===== config.mk =====
export PLATFORM = sky130hd
export DESIGN_NAME = cond_exec_unit
export DESIGN_NICKNAME = d
export VERILOG_FILES = /design/src/rtl/cond_exec_unit.sv
export SDC_FILE = /design/constraint.sdc
export NUM_CORES = 1
export LEC_CHECK = 0
export ABC_CLOCK_PERIOD_IN_PS = 3500
export CAP_MARGIN = 40
export CORE_UTILIZATION = 44
export CTS_CLUSTER_DIAMETER = 150
export DETAILED_ROUTE_END_ITERATION = 10
export PLACE_DENSITY = 0.79
export SYNTH_ARGS = -nofsm -noshare
export SYNTH_HDL_FRONTEND = slang
export SYNTH_SLANG_ARGS = --single-unit

===== constraint.sdc =====
create_clock -name clk -period 3.5 [get_ports clk]
set_input_delay 1.05 -clock clk [delete_from_list [all_inputs] [get_ports clk]]
set_output_delay 1.05 -clock clk [all_outputs]
set_load 0.01 [all_outputs]

===== src/rtl/cond_exec_unit.sv =====
// Conditional-execution stage: evaluates the ARM condition against the architectural flags and gates the EX controls into MEM.
// The gate is combinational and the M controls, flags and counter update one cycle later. Stall freezes all state.
module cond_exec_unit (
   input  logic        clk,
   input  logic        reset,
   input  logic        Stall,
   input  logic        FlushE,
   input  logic        ValidE,
   input  logic [3:0]  CondE,
   input  logic [3:0]  ALUFlags,
   input  logic [1:0]  FlagWriteE,
   input  logic        RegWriteE,
   input  logic        MemWriteE,
   input  logic        MemtoRegE,
   input  logic        PCSrcE,
   output logic [3:0]  Flags,
   output logic        CondExE,
   output logic        BranchTakenE,
   output logic        RegWriteM,
   output logic        MemWriteM,
   output logic        MemtoRegM,
   output logic        PCSrcM,
   output logic [15:0] SquashCount
);

   typedef enum logic [3:0] {
      COND_EQ = 4'b0000, COND_NE = 4'b0001, COND_CS = 4'b0010, COND_CC = 4'b0011,
      COND_MI = 4'b0100, COND_PL = 4'b0101, COND_VS = 4'b0110, COND_VC = 4'b0111,
      COND_HI = 4'b1000, COND_LS = 4'b1001, COND_GE = 4'b1010, COND_LT = 4'b1011,
      COND_GT = 4'b1100, COND_LE = 4'b1101, COND_AL = 4'b1110, COND_NV = 4'b1111
   } cond_e;

   logic [3:0]  flags_q, flags_d;
   logic [3:0]  ctrl_q, ctrl_d;
   logic [15:0] cnt_q, cnt_d;

   logic flag_n, flag_z, flag_c, flag_v;
   logic go, squash;
   cond_e cond;

   assign {flag_n, flag_z, flag_c, flag_v} = flags_q;
   assign cond = cond_e'(CondE);

   // Condition uses the registered flags only, so a same-cycle flag write is not seen.
   always_comb begin
      CondExE = 1'b0;
      unique case (cond)
         COND_EQ: CondExE = flag_z;
         COND_NE: CondExE = ~flag_z;
         COND_CS: CondExE = flag_c;
         COND_CC: CondExE = ~flag_c;
         COND_MI: CondExE = flag_n;
         COND_PL: CondExE = ~flag_n;
         COND_VS: CondExE = flag_v;
         COND_VC: CondExE = ~flag_v;
         COND_HI: CondExE = flag_c & ~flag_z;
         COND_LS: CondExE = ~(flag_c & ~flag_z);
         COND_GE: CondExE = (flag_n == flag_v);
         COND_LT: CondExE = (flag_n != flag_v);
         COND_GT: CondExE = ~flag_z & (flag_n == flag_v);
         COND_LE: CondExE = ~(~flag_z & (flag_n == flag_v));
         COND_AL: CondExE = 1'b1;
         COND_NV: CondExE = 1'b0;
         default: CondExE = 1'b0;
      endcase
   end

   assign go           = CondExE & ValidE & ~FlushE;
   assign squash       = ValidE & ~FlushE & ~CondExE;
   assign BranchTakenE = PCSrcE & go;

   always_comb begin
      flags_d = flags_q;
      if (FlagWriteE[1] && go) flags_d[3:2] = ALUFlags[3:2];
      if (FlagWriteE[0] && go) flags_d[1:0] = ALUFlags[1:0];
      // A flushed or failed instruction becomes a bubble.
      ctrl_d = {RegWriteE, MemWriteE, MemtoRegE, PCSrcE} & {4{go}};
      cnt_d  = cnt_q;
      if (squash && (cnt_q != 16'hFFFF)) cnt_d = cnt_q + 16'd1;
   end

   always_ff @(posedge clk) begin
      if (reset) begin
         flags_q <= 4'b0000;
         ctrl_q  <= 4'b0000;
         cnt_q   <= 16'h0000;
      end else if (!Stall) begin
         flags_q <= flags_d;
         ctrl_q  <= ctrl_d;
         cnt_q   <= cnt_d;
      end
   end

   assign Flags       = flags_q;
   assign RegWriteM   = ctrl_q[3];
   assign MemWriteM   = ctrl_q[2];
   assign MemtoRegM   = ctrl_q[1];
   assign PCSrcM      = ctrl_q[0];
   assign SquashCount = cnt_q;

endmodule

## After elaboration in Yosys (flattened, before gate mapping)

Cells that the tools add are included.

- Add/subtract/negate cells: 1
- Eq/ne operators: 18
- Mux-type cells: 1
- Reductions and logical operators: 7
- Bitwise operators: 17

Operator list:

| kind | count |
|---|---|
| $eq 4x4->1 const B | 8 |
| $add 16x1->16 const B | 1 |
| $eq 4x3->1 const B | 4 |
| $ne 16x16->1 const B | 1 |
| $pmux 1 s16 | 1 |
| $not 1->1 | 9 |
| $eq 4x2->1 const B | 2 |
| $and 1x1->1 | 7 |
| $reduce_and 2->1 | 3 |
| $and 4x4->4 | 1 |
| $eq 4x1->1 const B | 1 |
| $logic_not 4->1 | 1 |
| $logic_and 1x1->1 | 3 |
| $eq 1x1->1 | 1 |
| $ne 1x1->1 | 1 |

- Logic and storage cells: 48
- Register bits: 24
- Input bits: 19

## Longest topological paths before layout

- Word-level depth: 8
- Gate-level depth with buffers: 10
- Gate-level depth less buffers: 8

## Least setup slack after synthesis

Ideal clock, no wire load.

- Kind: input-to-output
- From: input port CondE[1]
- To: output port BranchTakenE
- Stages on the path: 7
- Required time: 2450 ps
- Slack: 106 ps
- Arrival time: 2344 ps
- Cell sequence: or2_1 > a21boi_1 > nor3_1 > o21ai_1 > and3_1 > buf_2 > and3_1

- Cells in the longest elaborated chain, start to end: 5
- Elaborated cells between the ends (all ways): 20

RTL lines:

| element | RTL line | text |
|---|---|---|
| start: declaration | 9 | `input logic [3:0] CondE,` |
| $eq 4x4->1, or another cell as far along | 47 | `unique case (cond)` |
| $pmux 1 s16 * | 47 |  |
| named net CondExE | 17 | `output logic CondExE,` |
| $and 1x1->1 * (2 in a row) | 68 | `assign go = CondExE & ValidE & ~FlushE;` |
| $and 1x1->1 * | 70 | `assign BranchTakenE = PCSrcE & go;` |
| end: declaration | 18 | `output logic BranchTakenE,` |

Mark *: on every way through the listed nets, which the timed path passes. The rest lies on a longest branch.

## Final worst setup path

- From: input port CondE[0]
- To: output port BranchTakenE

- Cells in the longest elaborated chain, start to end: 5
- Elaborated cells between the ends (all ways): 20

RTL lines:

| element | RTL line |
|---|---|
| $eq 4x4->1, or another cell as far along | 47 |
| $pmux 1 s16 * | 47 |
| $and 1x1->1 * (2 in a row) | 68 |
| $and 1x1->1 * | 70 |

Mark *: on every way between the ends. The rest lies on a longest branch, timed or not.

==> results.cfg <==
[power_and_ir_drop]
leakage_nw = 0.6651
peakVddDrop_mv = 0.2179
p_seq_share_pct = 55.4
power.density_nw_per_um2 = 272.0
switchingPower_mw = 0.1163
comb_power_share_pct = 16.1
power_frac_clock_pct = 28.4
p_int_mw = 0.3846
swShare_pct = 23.21
total_power_mw = 0.5009

[logic_synthesis]
ys_seq_area_share_pct = 38.36
synth.cell_area_um2 = 1252
ys_warn_count = 0
synth_top_family_by_area = simple AND/OR/NAND/NOR gates
synth_edf_count = 0
synth_cell_types = 41
async_reset_ff_share_pct = 0
yosys.area_share.simple_pct = 28.57
syn_inst = 152
synth_xor_xnor_area_share_pct = 2.098
synth.avg_cell_area_um2 = 8.240
synth-main-ff-cell = dfxtp_1
synth-seq-cells = 24
synth_fa_ha_area_share_pct = 0.9990
syn-num-nets = 172
muxShareOfSynthArea_pct = 4.995
synth-compound-area-share_pct = 21.28

[worst_setup_path]
crit_fanout = 5
cp-start-kind = input pin
end_kind = output port
crit_required_ns = 2.45
cp.arrival_ns = 2.42
critical_path_class = in2out

[finish]
nFillCells = 219
final_nets = 227
area_growth_pct = 47.05
final_cell_mix = clkdlybuf4s50_1, dfxtp_1, nor2_1
fin_area_um2 = 1842
utilization_pct = 71.11
drive_gt1_share_pct = 15.05
antennaDiodeCount = 0
final_common_cell = clkdlybuf4s50_1

[clock_tree]
clock-sinks = 24
root_buffer = clkbuf_4
insertion_delay_ns = 0.31
htreeDepth = 1
cts_buffers = 3
path_clk_slew_ns = 0.13
cts_buffer_depth = 2
cts_tree = yes

[floorplan]
io_pins = 45
start_util_pct = 48.36
core_area_um2 = 2590
die-width_um = 55.35
rows = 18
die_h_um = 55.35
dieArea_um2 = 3064

[drt]
firstDrtPassIters = 4
drc = 0
postRouteAntennaNets = 0
dr.first_iter.drc_count = 28
vias_per_cell = 5.665
vias = 1337
wl_um = 3034
wl_per_cell_um = 12.86

[grt]
grt_pass1_vias = 1229
use_met2_pct = 36.66
grt_pass1_wl_um = 5064
grt.busiest_layer = met2
track_usage_pct = 19.92
antenna_found_initial = 0
grt_max_degree = 17
met3_usage_pct = 2.108
grt.met1_usage_pct = 23.80
grt_overflow = 0

[timing]
hold_viol_final = 0
relSlewSlack_pct = 68.50
max_freq_mhz = 288.4
setup_tns_ns = 0
worst_pin_slew_ns = 0.4710
slew_violations = 0
finalCriticalPeriod_ns = 3.467
finalWorstSetupSlack_ns = 0.03318
setup_viol = 0
post-route-period-util_pct = 99.05
fin_skew_ns = 0.004287

[placed_design]
place.gp.congestion = 0.7608
dp_slack_ns = -0.7912
dpl_cell_area_um2 = 1770
dp_hpwl_um = 2328
port_buffers = 44

[outcome]
outcome = finished clean

[hold_path]
min_path_type = reg2reg

[run]
drv_cap = 0
==> routing by layer <==
| metal | up-vias | share of wire (%) |
|---|---|---|
| met5 | - | 0 |
| met4 | 0 | 0.40 |
| met3 | 2 | 2.9 |
| met2 | 29 | 54 |
| met1 | 641 | 43 |
| li1 | 665 | - |
==> worst max-delay path, stage by stage <==
cell	delay [ns]
dlygate4sd2_1	0.25
buf_6	0.13
or4_4	0.51
and3_4	0.20
and3_4	0.17
buf_6	0.11
==> synth_stat cells, types with 3 or more instances <==
cell	n	area, µm²
dfxtp_1	24	480.5
nor2_1	18	67.56
a21oi_1	12	60.06
nand2_1	10	37.54
o21ai_1	10	50.05
or3_1	7	43.79
and3_1	6	37.54
nand3_1	6	30.03
nor2b_1	5	31.28
mux2i_1	4	40.04
nand4_1	4	25.02
a32oi_1	3	26.28
clkbuf_1	3	11.26
inv_1	3	11.26
nand2b_1	3	18.77
or4_1	3	22.52
xnor2_1	3	26.28
==> logic make-up after synthesis <==
family	Yosys count
flip-flops	24
adder cells (fa/ha/maj)	1
XOR/XNOR	3
AND/OR/NAND/NOR	68
AO/OA/AOI/OAI	41
multiplexers	6
buffers and inverters	9
==> final cells by class <==
class | count | area, µm² | share of cell area [%]
well taps | 30 | 37.54 | 2.038
inverters | 3 | 11.26 | 0.6114
repair buffers | 56 | 523.0 | 28.40
flip-flops and latches | 24 | 480.5 | 26.09
clock buffers | 4 | 36.28 | 1.970
multi-input cells | 119 | 753.2 | 40.90
==> flip-flops by register name (all words and copies together) (netlist names) <==
name / count
ctrl_q: 4
SquashCount: 16
Flags: 4
==> path summary, 6_finish.rpt <==
kind | start | endpoint | slack [ns] | depth (start not counted)
max reg2reg | Flags[0] | SquashCount[12] | 1.27 | 9
min | ctrl_q[0] | ctrl_q[0] | 0.48 | 2
max | CondE[0] | BranchTakenE | 0.03 | 6
min reg2reg | ctrl_q[0] | ctrl_q[0] | 0.48 | 2
==> metrics by stage <==
| step | hold WS, ns | instances |
|---|---|---|
| finish | 0.4847 | 236 |
| global placement | 0.4523 | 230 |
| floorplan | 0.4860 | 152 |
| detailed placement | 0.4622 | 230 |
| CTS | 0.4803 | 234 |
| global route | 0.5281 | 236 |
==> power groups by stage <==
stage	clock [mW]	combinational [mW]	sequential [mW]
floorplan	0	0.0309	0.284
global placement	0	0.0721	0.284
detailed placement	0	0.0737	0.284
CTS	0.147	0.0747	0.278
global route	0.156	0.0872	0.278
finish	0.142	0.0807	0.278
==> what timing repair did <==
action | CTS | global route
setup buffers | 0 | 2
gates resized for setup | 21 | 5
hold buffers | 0 | 0
setup endpoints to repair | 2 | 2
cloned | 0 | 0
pin swaps | 2 | 3
hold endpoints to repair | 0 | 0
Note: power is estimated with default switching activity, not from simulation.
